<file path="src/rtl/fpadd_rr_scheduler_if.sv">
`default_nettype none
// ============================================================================
// Module      : fpadd_rr_scheduler_if
// Description : Request/response bundle between requesters and the scheduler.
// Revision    : 1.0 - initial release
// ============================================================================
interface fpadd_rr_scheduler_if #(
  parameter int NUM_REQ = 4,
  parameter int ID_W    = 2
);
  logic [NUM_REQ-1:0]    req_valid;
  logic [32*NUM_REQ-1:0] req_a;
  logic [32*NUM_REQ-1:0] req_b;
  logic [NUM_REQ-1:0]    req_ready;
  logic                  rsp_valid;
  logic                  rsp_ready;
  logic [ID_W-1:0]       rsp_id;
  logic [31:0]           rsp_data;
  logic                  rsp_err;

  modport master (
    output req_valid, req_a, req_b, rsp_ready,
    input  req_ready, rsp_valid, rsp_id, rsp_data, rsp_err
  );

  modport slave (
    input  req_valid, req_a, req_b, rsp_ready,
    output req_ready, rsp_valid, rsp_id, rsp_data, rsp_err
  );
endinterface
`default_nettype wire

</file>
<file path="src/rtl/fpadd_rr_scheduler.sv">
`default_nettype none
// ============================================================================
// Module      : fpadd_rr_scheduler
// Description : Round-robin sharing of one multi-cycle FP32 adder, with watchdog.
// Revision    : 1.0 - initial release
// ============================================================================
module fpadd_rr_scheduler #(
  parameter int NUM_REQ = 4,
  parameter int ID_W    = 2,
  parameter int TIMEOUT = 127
) (
  input  wire         clk,
  input  wire         rst,
  fpadd_rr_scheduler_if.slave bus,
  output logic        fpa_rst,
  output logic [31:0] fpa_a,
  output logic [31:0] fpa_b,
  input  wire         fpa_done,
  input  wire  [31:0] fpa_out,
  output logic        busy,
  output logic        err_sticky
);

  localparam int                 c_WD_W    = $clog2(TIMEOUT + 1);
  localparam logic [c_WD_W-1:0]  c_WD_LAST = c_WD_W'(TIMEOUT - 1);
  localparam logic [NUM_REQ-1:0] c_ONE     = NUM_REQ'(1);
  localparam logic [31:0]        c_QNAN    = 32'h7FC0_0000;

  typedef enum logic [1:0] {
    S_IDLE   = 2'd0,
    S_LAUNCH = 2'd1,
    S_WAIT   = 2'd2,
    S_RESP   = 2'd3
  } state_t;

  state_t              r_state;
  state_t              w_state_nxt;
  logic [ID_W-1:0]     r_rr_ptr;
  logic [c_WD_W-1:0]   r_wd_cnt;
  logic                r_rsp_valid;
  logic [ID_W-1:0]     r_rsp_id;
  logic [31:0]         r_rsp_data;
  logic                r_rsp_err;

  logic                w_any;
  logic                w_hi_any;
  logic [ID_W-1:0]     w_hi_idx;
  logic [ID_W-1:0]     w_lo_idx;
  logic [ID_W-1:0]     w_grant_idx;
  logic [NUM_REQ-1:0]  w_grant;
  logic [31:0]         w_sel_a;
  logic [31:0]         w_sel_b;
  logic                w_timeout;

  // Descending scan leaves the lowest index in each candidate; the "hi" set
  // covers indices at or above rr_ptr, the "lo" set is the wrapped fallback.
  always_comb begin
    w_any    = 1'b0;
    w_hi_any = 1'b0;
    w_hi_idx = '0;
    w_lo_idx = '0;
    for (int i = NUM_REQ - 1; i >= 0; i--) begin
      if (bus.req_valid[i]) begin
        w_any    = 1'b1;
        w_lo_idx = ID_W'(i);
        if (ID_W'(i) >= r_rr_ptr) begin
          w_hi_any = 1'b1;
          w_hi_idx = ID_W'(i);
        end
      end
    end
    w_grant_idx = w_hi_any ? w_hi_idx : w_lo_idx;
    w_grant     = w_any ? (c_ONE << w_grant_idx) : '0;
  end

  always_comb begin
    w_sel_a = '0;
    w_sel_b = '0;
    for (int i = 0; i < NUM_REQ; i++) begin
      if (w_grant_idx == ID_W'(i)) begin
        w_sel_a = bus.req_a[32*i +: 32];
        w_sel_b = bus.req_b[32*i +: 32];
      end
    end
  end

  assign w_timeout     = (r_wd_cnt == c_WD_LAST);
  assign bus.req_ready = (r_state == S_IDLE && !rst) ? w_grant : '0;
  assign bus.rsp_valid = r_rsp_valid;
  assign bus.rsp_id    = r_rsp_id;
  assign bus.rsp_data  = r_rsp_data;
  assign bus.rsp_err   = r_rsp_err;
  assign busy          = (r_state != S_IDLE);

  always_ff @(posedge clk or posedge rst) begin
    if (rst) r_state <= S_IDLE;
    else     r_state <= w_state_nxt;
  end

  always_comb begin
    w_state_nxt = r_state;
    case (r_state)
      S_IDLE:   if (w_any) w_state_nxt = S_LAUNCH;
      S_LAUNCH: w_state_nxt = S_WAIT;
      S_WAIT:   if (fpa_done || w_timeout) w_state_nxt = S_RESP;
      S_RESP:   if (bus.rsp_ready) w_state_nxt = S_IDLE;
      default:  w_state_nxt = S_IDLE;
    endcase
  end

  always_ff @(posedge clk or posedge rst) begin
    if (rst) begin
      r_rr_ptr    <= '0;
      r_wd_cnt    <= '0;
      r_rsp_valid <= 1'b0;
      r_rsp_id    <= '0;
      r_rsp_data  <= '0;
      r_rsp_err   <= 1'b0;
      fpa_rst     <= 1'b1;
      fpa_a       <= '0;
      fpa_b       <= '0;
      err_sticky  <= 1'b0;
    end else begin
      case (r_state)
        S_IDLE: begin
          if (w_any) begin
            fpa_a    <= w_sel_a;
            fpa_b    <= w_sel_b;
            r_rsp_id <= w_grant_idx;
            r_rr_ptr <= (w_grant_idx == ID_W'(NUM_REQ - 1)) ? '0 : w_grant_idx + 1'b1;
          end
        end
        S_LAUNCH: begin
          r_wd_cnt <= '0;
          fpa_rst  <= 1'b0;
        end
        S_WAIT: begin
          r_wd_cnt <= r_wd_cnt + 1'b1;
          // A done arriving on the last watchdog cycle still counts as success.
          if (fpa_done) begin
            r_rsp_data  <= fpa_out;
            r_rsp_err   <= 1'b0;
            r_rsp_valid <= 1'b1;
          end else if (w_timeout) begin
            r_rsp_data  <= c_QNAN;
            r_rsp_err   <= 1'b1;
            r_rsp_valid <= 1'b1;
            err_sticky  <= 1'b1;
          end
        end
        S_RESP: begin
          if (bus.rsp_ready) begin
            r_rsp_valid <= 1'b0;
            fpa_rst     <= 1'b1;
          end
        end
        default: ;
      endcase
    end
  end

endmodule
`default_nettype wire

</file>
<file path="src/flat_wrapper.sv">
// flat-port wrapper written by rule: the top's interface ports become plain ports
module fpadd_rr_scheduler_flat 
#(
  parameter int NUM_REQ = 4,
  parameter int ID_W    = 2,
  parameter int TIMEOUT = 127
)
  (clk, rst, fpa_rst, fpa_a, fpa_b, fpa_done, fpa_out, busy, err_sticky, bus_req_valid, bus_req_a, bus_req_b, bus_rsp_ready, bus_req_ready, bus_rsp_valid, bus_rsp_id, bus_rsp_data, bus_rsp_err);
  fpadd_rr_scheduler_if #(.NUM_REQ(NUM_REQ), .ID_W(ID_W)) bus_i ();
  input  wire clk;
  input  wire rst;
  output logic fpa_rst;
  output logic [31:0] fpa_a;
  output logic [31:0] fpa_b;
  input  wire fpa_done;
  input  wire  [31:0] fpa_out;
  output logic busy;
  output logic err_sticky;
  input wire logic [$bits(bus_i.req_valid)-1:0] bus_req_valid;
  input wire logic [$bits(bus_i.req_a)-1:0] bus_req_a;
  input wire logic [$bits(bus_i.req_b)-1:0] bus_req_b;
  input wire logic [$bits(bus_i.rsp_ready)-1:0] bus_rsp_ready;
  output wire logic [$bits(bus_i.req_ready)-1:0] bus_req_ready;
  output wire logic [$bits(bus_i.rsp_valid)-1:0] bus_rsp_valid;
  output wire logic [$bits(bus_i.rsp_id)-1:0] bus_rsp_id;
  output wire logic [$bits(bus_i.rsp_data)-1:0] bus_rsp_data;
  output wire logic [$bits(bus_i.rsp_err)-1:0] bus_rsp_err;
  assign bus_i.req_valid = bus_req_valid;
  assign bus_i.req_a = bus_req_a;
  assign bus_i.req_b = bus_req_b;
  assign bus_i.rsp_ready = bus_rsp_ready;
  assign bus_req_ready = bus_i.req_ready;
  assign bus_rsp_valid = bus_i.rsp_valid;
  assign bus_rsp_id = bus_i.rsp_id;
  assign bus_rsp_data = bus_i.rsp_data;
  assign bus_rsp_err = bus_i.rsp_err;
  fpadd_rr_scheduler #(.NUM_REQ(NUM_REQ), .ID_W(ID_W), .TIMEOUT(TIMEOUT)) u_core (.clk(clk), .rst(rst), .bus(bus_i), .fpa_rst(fpa_rst), .fpa_a(fpa_a), .fpa_b(fpa_b), .fpa_done(fpa_done), .fpa_out(fpa_out), .busy(busy), .err_sticky(err_sticky));
endmodule
</file>
<file path="config.mk">
export PLATFORM = sky130hd
export DESIGN_NAME = fpadd_rr_scheduler_flat
export DESIGN_NICKNAME = d
export VERILOG_FILES = /design/src/rtl/fpadd_rr_scheduler_if.sv /design/src/rtl/fpadd_rr_scheduler.sv /design/src/flat_wrapper.sv
export SDC_FILE = /design/constraint.sdc
export NUM_CORES = 1
export LEC_CHECK = 0
export ABC_AREA = 1
export BUFFER_PORTS_ARGS = -buffer_cell sky130_fd_sc_hd__buf_4
export CAP_MARGIN = 20
export CORE_MARGIN = 2
export CORE_UTILIZATION = 24
export CTS_BUF_LIST = sky130_fd_sc_hd__clkbuf_4 sky130_fd_sc_hd__clkbuf_8
export DETAILED_ROUTE_END_ITERATION = 7
export SLEW_MARGIN = 0
export SYNTH_ARGS = -nofsm -noshare
export SYNTH_HDL_FRONTEND = slang
export SYNTH_SLANG_ARGS = --single-unit
</file>
<file path="constraint.sdc">
create_clock -name clk -period 2.78 [get_ports clk]
set_input_delay 0 -clock clk [delete_from_list [all_inputs] [get_ports clk]]
set_output_delay 0 -clock clk [all_outputs]
set_load 0.005 [all_outputs]
</file>
==> results of run 1 <==
-- critical path, delay by kind of cell, from the launching register on --
family,cells,cell delay (ps)
AOI/OAI and AO/OA,4,640
buffers and inverters,3,870
DFF,1,400
adders and majority gates,1,230
and+or+nand+nor,4,340
-- cell usage in the layout, fill, tap and decap left out, types with 21 or more instances in the layout --
cell and instances:
o21ai_0 70, nand2_1 221, nor2_1 52, a21oi_1 82, dfrtp_1 112, o211ai_1 51, buf_4 410, dlygate4sd3_1 254
nand3_1 119, inv_1 21
-- kinds of logic (layout without fill, tap and decap cells) --
logic type | count (synthesis) | after routing | synth area share (%)
simple gates | 409 | 409 | 27.0
flops | 113 | 113 | 43.9
buf+inv | 97 | 739 | 7.06
fa+ha+maj | 11 | 11 | 2.13
other cells | 0 | 2 | 0
compound gates | 224 | 224 | 20.0
-- timing repair --
action,CTS,global route
hold buffers,254,0
setup endpoints to repair,0,10
endpoints found under the hold margin,135,0
setup buffers,0,1
resized for setup,0,18
-- path summary, 6_finish.rpt --
| path | start | endpoint | cells after the start |
|---|---|---|---|
| max reg2reg | u_core.r_rr_ptr[1] | u_core.fpa_a[29] | 12 |
| max | u_core.r_rr_ptr[1] | u_core.fpa_a[29] | 12 |
| min reg2reg | u_core.err_sticky | u_core.err_sticky | 2 |
| min | bus_req_a[16] | u_core.fpa_a[16] | 5 |
| min in group asynchronous | rst | u_core.r_wd_cnt[3] | 3 |
| max in group asynchronous | rst | u_core.fpa_b[18] | 4 |
-- sequential cells by signal (all words and copies together) (netlist names), 2 cells and up --
| signal | flops |
|---|---|
| u_core.r_state | 2 |
| u_core.bus.rsp_id | 2 |
| u_core.fpa_a | 32 |
| u_core.r_wd_cnt | 7 |
| u_core.bus.rsp_data | 32 |
| u_core.r_rr_ptr | 2 |
| u_core.fpa_b | 32 |
-- stage by stage --
stage	cells	hold WS, ps	setup WS, ps	instance area, sq um	util [%]
3_5_place_dp	1547	42.1	293	9780	36.7
4_1_cts	1833	0.219	14.9	12700	47.7
5_1_grt	1839	33.8	20.2	12900	48.3
6_report	1839	32.6	179	12900	48.3
3_3_place_gp	1547	44.5	371	9780	36.7
2_1_floorplan	854	117	710	6450	-
-- power groups by stage --
stage	logic (W)	registers [W]	clock network [W]
6_report	0.00677	0.00282	0.00169
3_3_place_gp	0.00598	0.00282	0
3_5_place_dp	0.00602	0.00284	0
2_1_floorplan	0.00330	0.00286	0
5_1_grt	0.00740	0.00291	0.00180
4_1_cts	0.00637	0.00282	0.00174
-- cell type report --
type	count	share of cell area [%]
clock inverters	14	1.28
repair buffers	678	45.7
diodes	2	0.0389
flip-flops and latches	113	22.0
multi-input cells	644	24.9
inverters	29	0.952
clock buffers	18	1.87
well taps	341	3.31
-- metal layers --
layer	GRT usage, %	up-vias
met2	38.6	550
met3	4.65	122
li1	-	4186
met5	0	-
met4	11.7	0
met1	25.9	4237
==> impl_results.md, run 1 <==
* Status: finished clean
* Yosys cell types at 32
* Critical Path End Type: flop
* Cell accounting for the most synthesized area: dfrtp_1
* Critical Path RT at 3100 ps
* Reg clk slew, reported paths at 90 ps
* Drt pass-1 iters at 5
* Final Skew at 14.6 ps
* Flop pwr share at 25.0%
* Final number of setup-violating endpoints at 0
* Ys Warns at 0
* Final TNS setup at 0 ps
* Initial Utilization at 24.2%
* Pleak at 6.18 nW
* Register area share after synthesis at 43.9%
* Most common cell in the netlist: nand2_1
* # fillers at 2,442
* Critical path startpoint category: flop
* Routed vias at 9,095
* IO Pins at 403
* TritonCTS clock tree: built
* Final min period at 2600 ps
* Final Wtd Congestion at 0.826
* CTS Sinks at 113
* Area of the multi-input gates at 0.00321 sq mm
* Mapped Area at 0.00645 sq mm
* GRT overflow at 0
* #FFs+latches synth at 113
* Row count at 60
* NetSw at 0.00504 W
* HP Class: primary input to flop
* WL/cell at 18.1 um
* Remaining DRCs at 0
* Vias in the first global route at 9,377
* Max IR drop VDD at 0.458 mV
* Clock insertion delay at the later pin of the skew report at 430 ps
* Total Routed Length at 33,300 um
* Synthesized area per cell at 7.55 sq um
* Clock tree buffer depth at 2
* Via density per instance at 4.95
* Syn Inst Count at 854
* Met2 WL at 16,300 um
* Top Layer Used: met4
* Ranking of synthesized cells by area: dfrtp_1, nand2_1, nand3_1, a21oi_1, o211ai_1
* Peak fanout along the critical path at 39
* Synth top area share at 43.4%
* Worst path slowest cell: dlygate4sd3_1
* Int Power at 0.00624 W
* Share of cells above drive strength 1 at 32.1%
* Clk network pwr share at 15.0%
* First-pass GRT wire length at 49,700 um
* Final net count at 1,790
* Initial antenna violation count at 2
* Commonest cells post-synth: nand2_1, nand3_1, dfrtp_1
* Max-cap violations at 0
* Num CTS Buffers at 17
* Slew @ Worst Pin at 713 ps
* Core Area at 0.0267 sq mm
* Crit-path max cell delay at 570 ps
* Die W at 168 um
* Async set-reset flop share out of synthesis at 100%
* Die ar. at 0.0282 sq mm
* Post-DP HPWL at 19,900 um
* RSZ-0062 raised after global routing: no
* PD cells at 876 mW/mm^2
* CTS H-tree lvls at 4
* Peak Freq at 384 MHz
* DRT antenna net count at 0
* EDFF count, synth at 0
* Relative slew margins at 52.4%
* Pins over their slew limit at 0
* CP Class: flop to flop
* Wl on met1 at 12,900 um
* Die Y-Extent at 168 um
* Flop-to-flop setup slack at 180 ps
* Worst EP arrival at 2920 ps
* P&R area growth vs syn at 99.7%
* Switching Fraction at 44.7%
* Met3 Wirelength at 2580 um
* PnR Total Power at 0.0113 W
* Most used flip-flop cell after synthesis: dfrtp_1
* Net count after synthesis at 1,161
* Initial DRC Count at 636
* IO buf count at 402
* Root Buffer: clkbuf_8
* Largest net degree at the start of global routing at 69
* CP most frequent cell: nand2_1
* Crit path cell chain: nand2_1 -> nand2_1 -> nand2_1 -> o21bai_2 -> inv_1 -> ha_2 -> buf_12 -> a21oi_1 -> nand2_1 -> dlygate4sd3_1 -> o21ai_0 -> o211ai_1
* Total track usage at 22.3%
* Gate power share at 60.0%
* Sequential cell area at 0.00283 sq mm
* Tcrit/Tclk final at 93.6%
* Final hold vios at 0
No activity file was read; power rests on OpenSTA's default activity.
==> run 2: changes to the inputs <==
Settings changed: PLACE_DENSITY from default to 0.57.
==> run 2 against run 1 <==
  * Worst setup slack better by 11 ps
  * Core utilization is 0.36 points higher
  * Routed wire length is 0.30% higher
  * Critical path depth stayed put
  * Critical endpoint is now u_core.fpa_b[28]
  * Clock-buffer cell count is 1 lower
  * Final cell count is 0.38% higher
==> impl_results.md, run 2 (synthesis gave the netlist of run 1 again) <==
* Peak Freq at 386 MHz (+0.41%)
* Tcrit/Tclk final at 93.2% (-0.38 points)
* Total track usage at 22.0% (-0.25 points)
* Max IR drop VDD at 0.332 mV (-28%)
* HP Class: primary input to flop
* Num CTS Buffers at 17 (unchanged)
* P&R area growth vs syn at 101%
* Core Area at 0.0267 sq mm (unchanged)
* Initial Utilization at 24.2% (unchanged)
* Clock tree buffer depth at 2 (unchanged)
* GRT overflow at 0 (unchanged)
* Reg clk slew, reported paths at 90 ps (about the same)
* Crit path cell chain: inv_1 -> nand2_1 -> a32oi_2 -> nand2_4 -> inv_1 -> ha_4 -> buf_12 -> a21oi_1 -> nand2_1 -> dlygate4sd3_1 -> o21ai_0 -> o22ai_1
* WL/cell at 18.1 um (about the same)
* IO Pins at 403 (unchanged)
* Commonest non-fill, non-tap cells in the layout: buf_4, dlygate4sd3_1, nand2_1
* First-pass GRT wire length at 49,100 um (-1.2%)
* # fillers at 2,497 (+2.3%)
* Share of cells above drive strength 1 at 32.3% (+0.23 points)
* Critical path startpoint category: flop
* Die W at 168 um (unchanged)
* Final Wtd Congestion at 0.864 (+4.6%)
* TritonCTS clock tree: built
* Final core utilization at 48.7% (+0.36 points)
* Critical Path RT at 3130 ps (+30 ps)
* WHS at 26.1 ps (-6.47 ps)
* Post-DP HPWL at 20,700 um (+4.0%)
* Pins over their slew limit at 0 (unchanged)
* Root Buffer: clkbuf_8
* Final net count at 1,798 (+0.45%)
* Final Skew at 16.3 ps (+1.75 ps)
* Clock insertion delay at the later pin of the skew report at 430 ps (about the same)
* Status: finished clean
* Die ar. at 0.0282 sq mm (unchanged)
* Met3 Track Usage GR at 5.17% (+0.52 points)
* IO buf count at 402 (unchanged)
* Initial DRC Count at 640 (+0.63%)
* Final number of setup-violating endpoints at 0 (unchanged)
* Pleak at 6.24 nW (+0.95%)
* Routing usage on met2 at 38.7% (+0.054 points)
* Final std cells w/o fill at 1,846 (+0.38%)
* Final min period at 2590 ps (-10.5 ps)
* Via density per instance at 4.88 (-1.4%)
* Remaining DRCs at 0 (unchanged)
* Max-cap violations at 0 (unchanged)
* Relative slew margins at 55.9% (+3.5 points)
* Commonest non-fill, non-tap cell in the layout: buf_4
* PD cells at 876 mW/mm^2 (about the same)
* Crit-path max cell delay at 540 ps (-30 ps)
* Final hold vios at 0 (unchanged)
* Placed Instances at 1,548 (+0.065%)
* CTS Sinks at 113 (unchanged)
* Routed vias at 9,002 (-1.0%)
* CP Class: flop to flop
* Row count at 60 (unchanged)
* Vias in the first global route at 9,056 (-3.4%)
* Largest net degree at the start of global routing at 114 (+65%)
* Worst EP arrival at 2940 ps (+20 ps)
* Worst path slowest cell: dlygate4sd3_1
* Initial antenna violation count at 1 (-1)
* GR peak layer: met2
* CTS H-tree lvls at 4 (unchanged)
* Slew @ Worst Pin at 661 ps (-52.1 ps)
* Die Y-Extent at 168 um (unchanged)
* Peak fanout along the critical path at 16 (-59%)
* Drt pass-1 iters at 5 (unchanged)
* DRT antenna net count at 0 (unchanged)
* Met1 usage in global routing at 25.7% (-0.11 points)
* Critical Path End Type: flop
* Flop-to-flop setup slack at 190 ps (about the same)
* Total Routed Length at 33,400 um (+0.30%)
## run 2: worst max-delay path: cells and delay by family, from the launching register on
family                     cells  cell delay (ps)
DFF                            1              420
AOI/OAI and AO/OA              4              620
adders and majority gates      1              190
buffers and inverters          4             1000
and+or+nand+nor                3              280
## run 2: metrics by stage
step	power [W]	area (sq um)	TNS [ps]	setup slack [ps]
after global routing	0.0122	13000	-53.7	-33.0
after global placement	0.00889	9820	0	437
after detailed placement	0.00894	9820	0	363
after floorplan	0.00616	6450	0	710
final	0.0114	13000	0	189
after CTS	0.0110	12800	0	46.4
## run 2: area by class of cell
cell class / instances / area [sq um] / area share [%]
flip-flops and latches: 113 / 2830 / 21.8
repair buffers: 686 / 5960 / 45.9
inverters: 29 / 118 / 0.906
clock buffers: 17 / 234 / 1.80
clock inverters: 15 / 174 / 1.34
diodes: 1 / 2.50 / 0.0193
well taps: 341 / 427 / 3.29
multi-input cells: 644 / 3230 / 24.9
## run 2: where the power goes
part	total, W	switching, W	internal (W)
clock network	0.00169	0.000857	0.000828
logic	0.00684	0.00382	0.00302
registers	0.00285	0.000446	0.00240
total	0.0114	0.00512	0.00625
## run 2: what timing repair did
| item | CTS | global route |
|---|---|---|
| hold endpoints to repair | 215 | 0 |
| setup endpoints to repair | 0 | 4 |
| hold buffers | 255 | 0 |
| resized for setup | 0 | 11 |
| setup buffers | 0 | 7 |
## run 2: layer usage
metal  vias to the layer above  share of wire (%)
met1                      4201                 40
li1                       4211                  -
met5                         -                  0
met3                        77                7.3
met4                         0                3.5
met2                       513                 49
## run 2: path summary, 6_finish.rpt
check	from	to	cells after the start
max in group asynchronous	rst	u_core.fpa_b[6]	4
min in group asynchronous	rst	u_core.bus.rsp_id[0]	4
worst min register to register	u_core.bus.rsp_data[3]	u_core.bus.rsp_data[3]	2
worst max register to register	u_core.r_rr_ptr[1]	u_core.fpa_b[28]	12
worst min-delay path	bus_req_b[1]	u_core.fpa_b[1]	5
worst max-delay path	u_core.r_rr_ptr[1]	u_core.fpa_b[28]	12
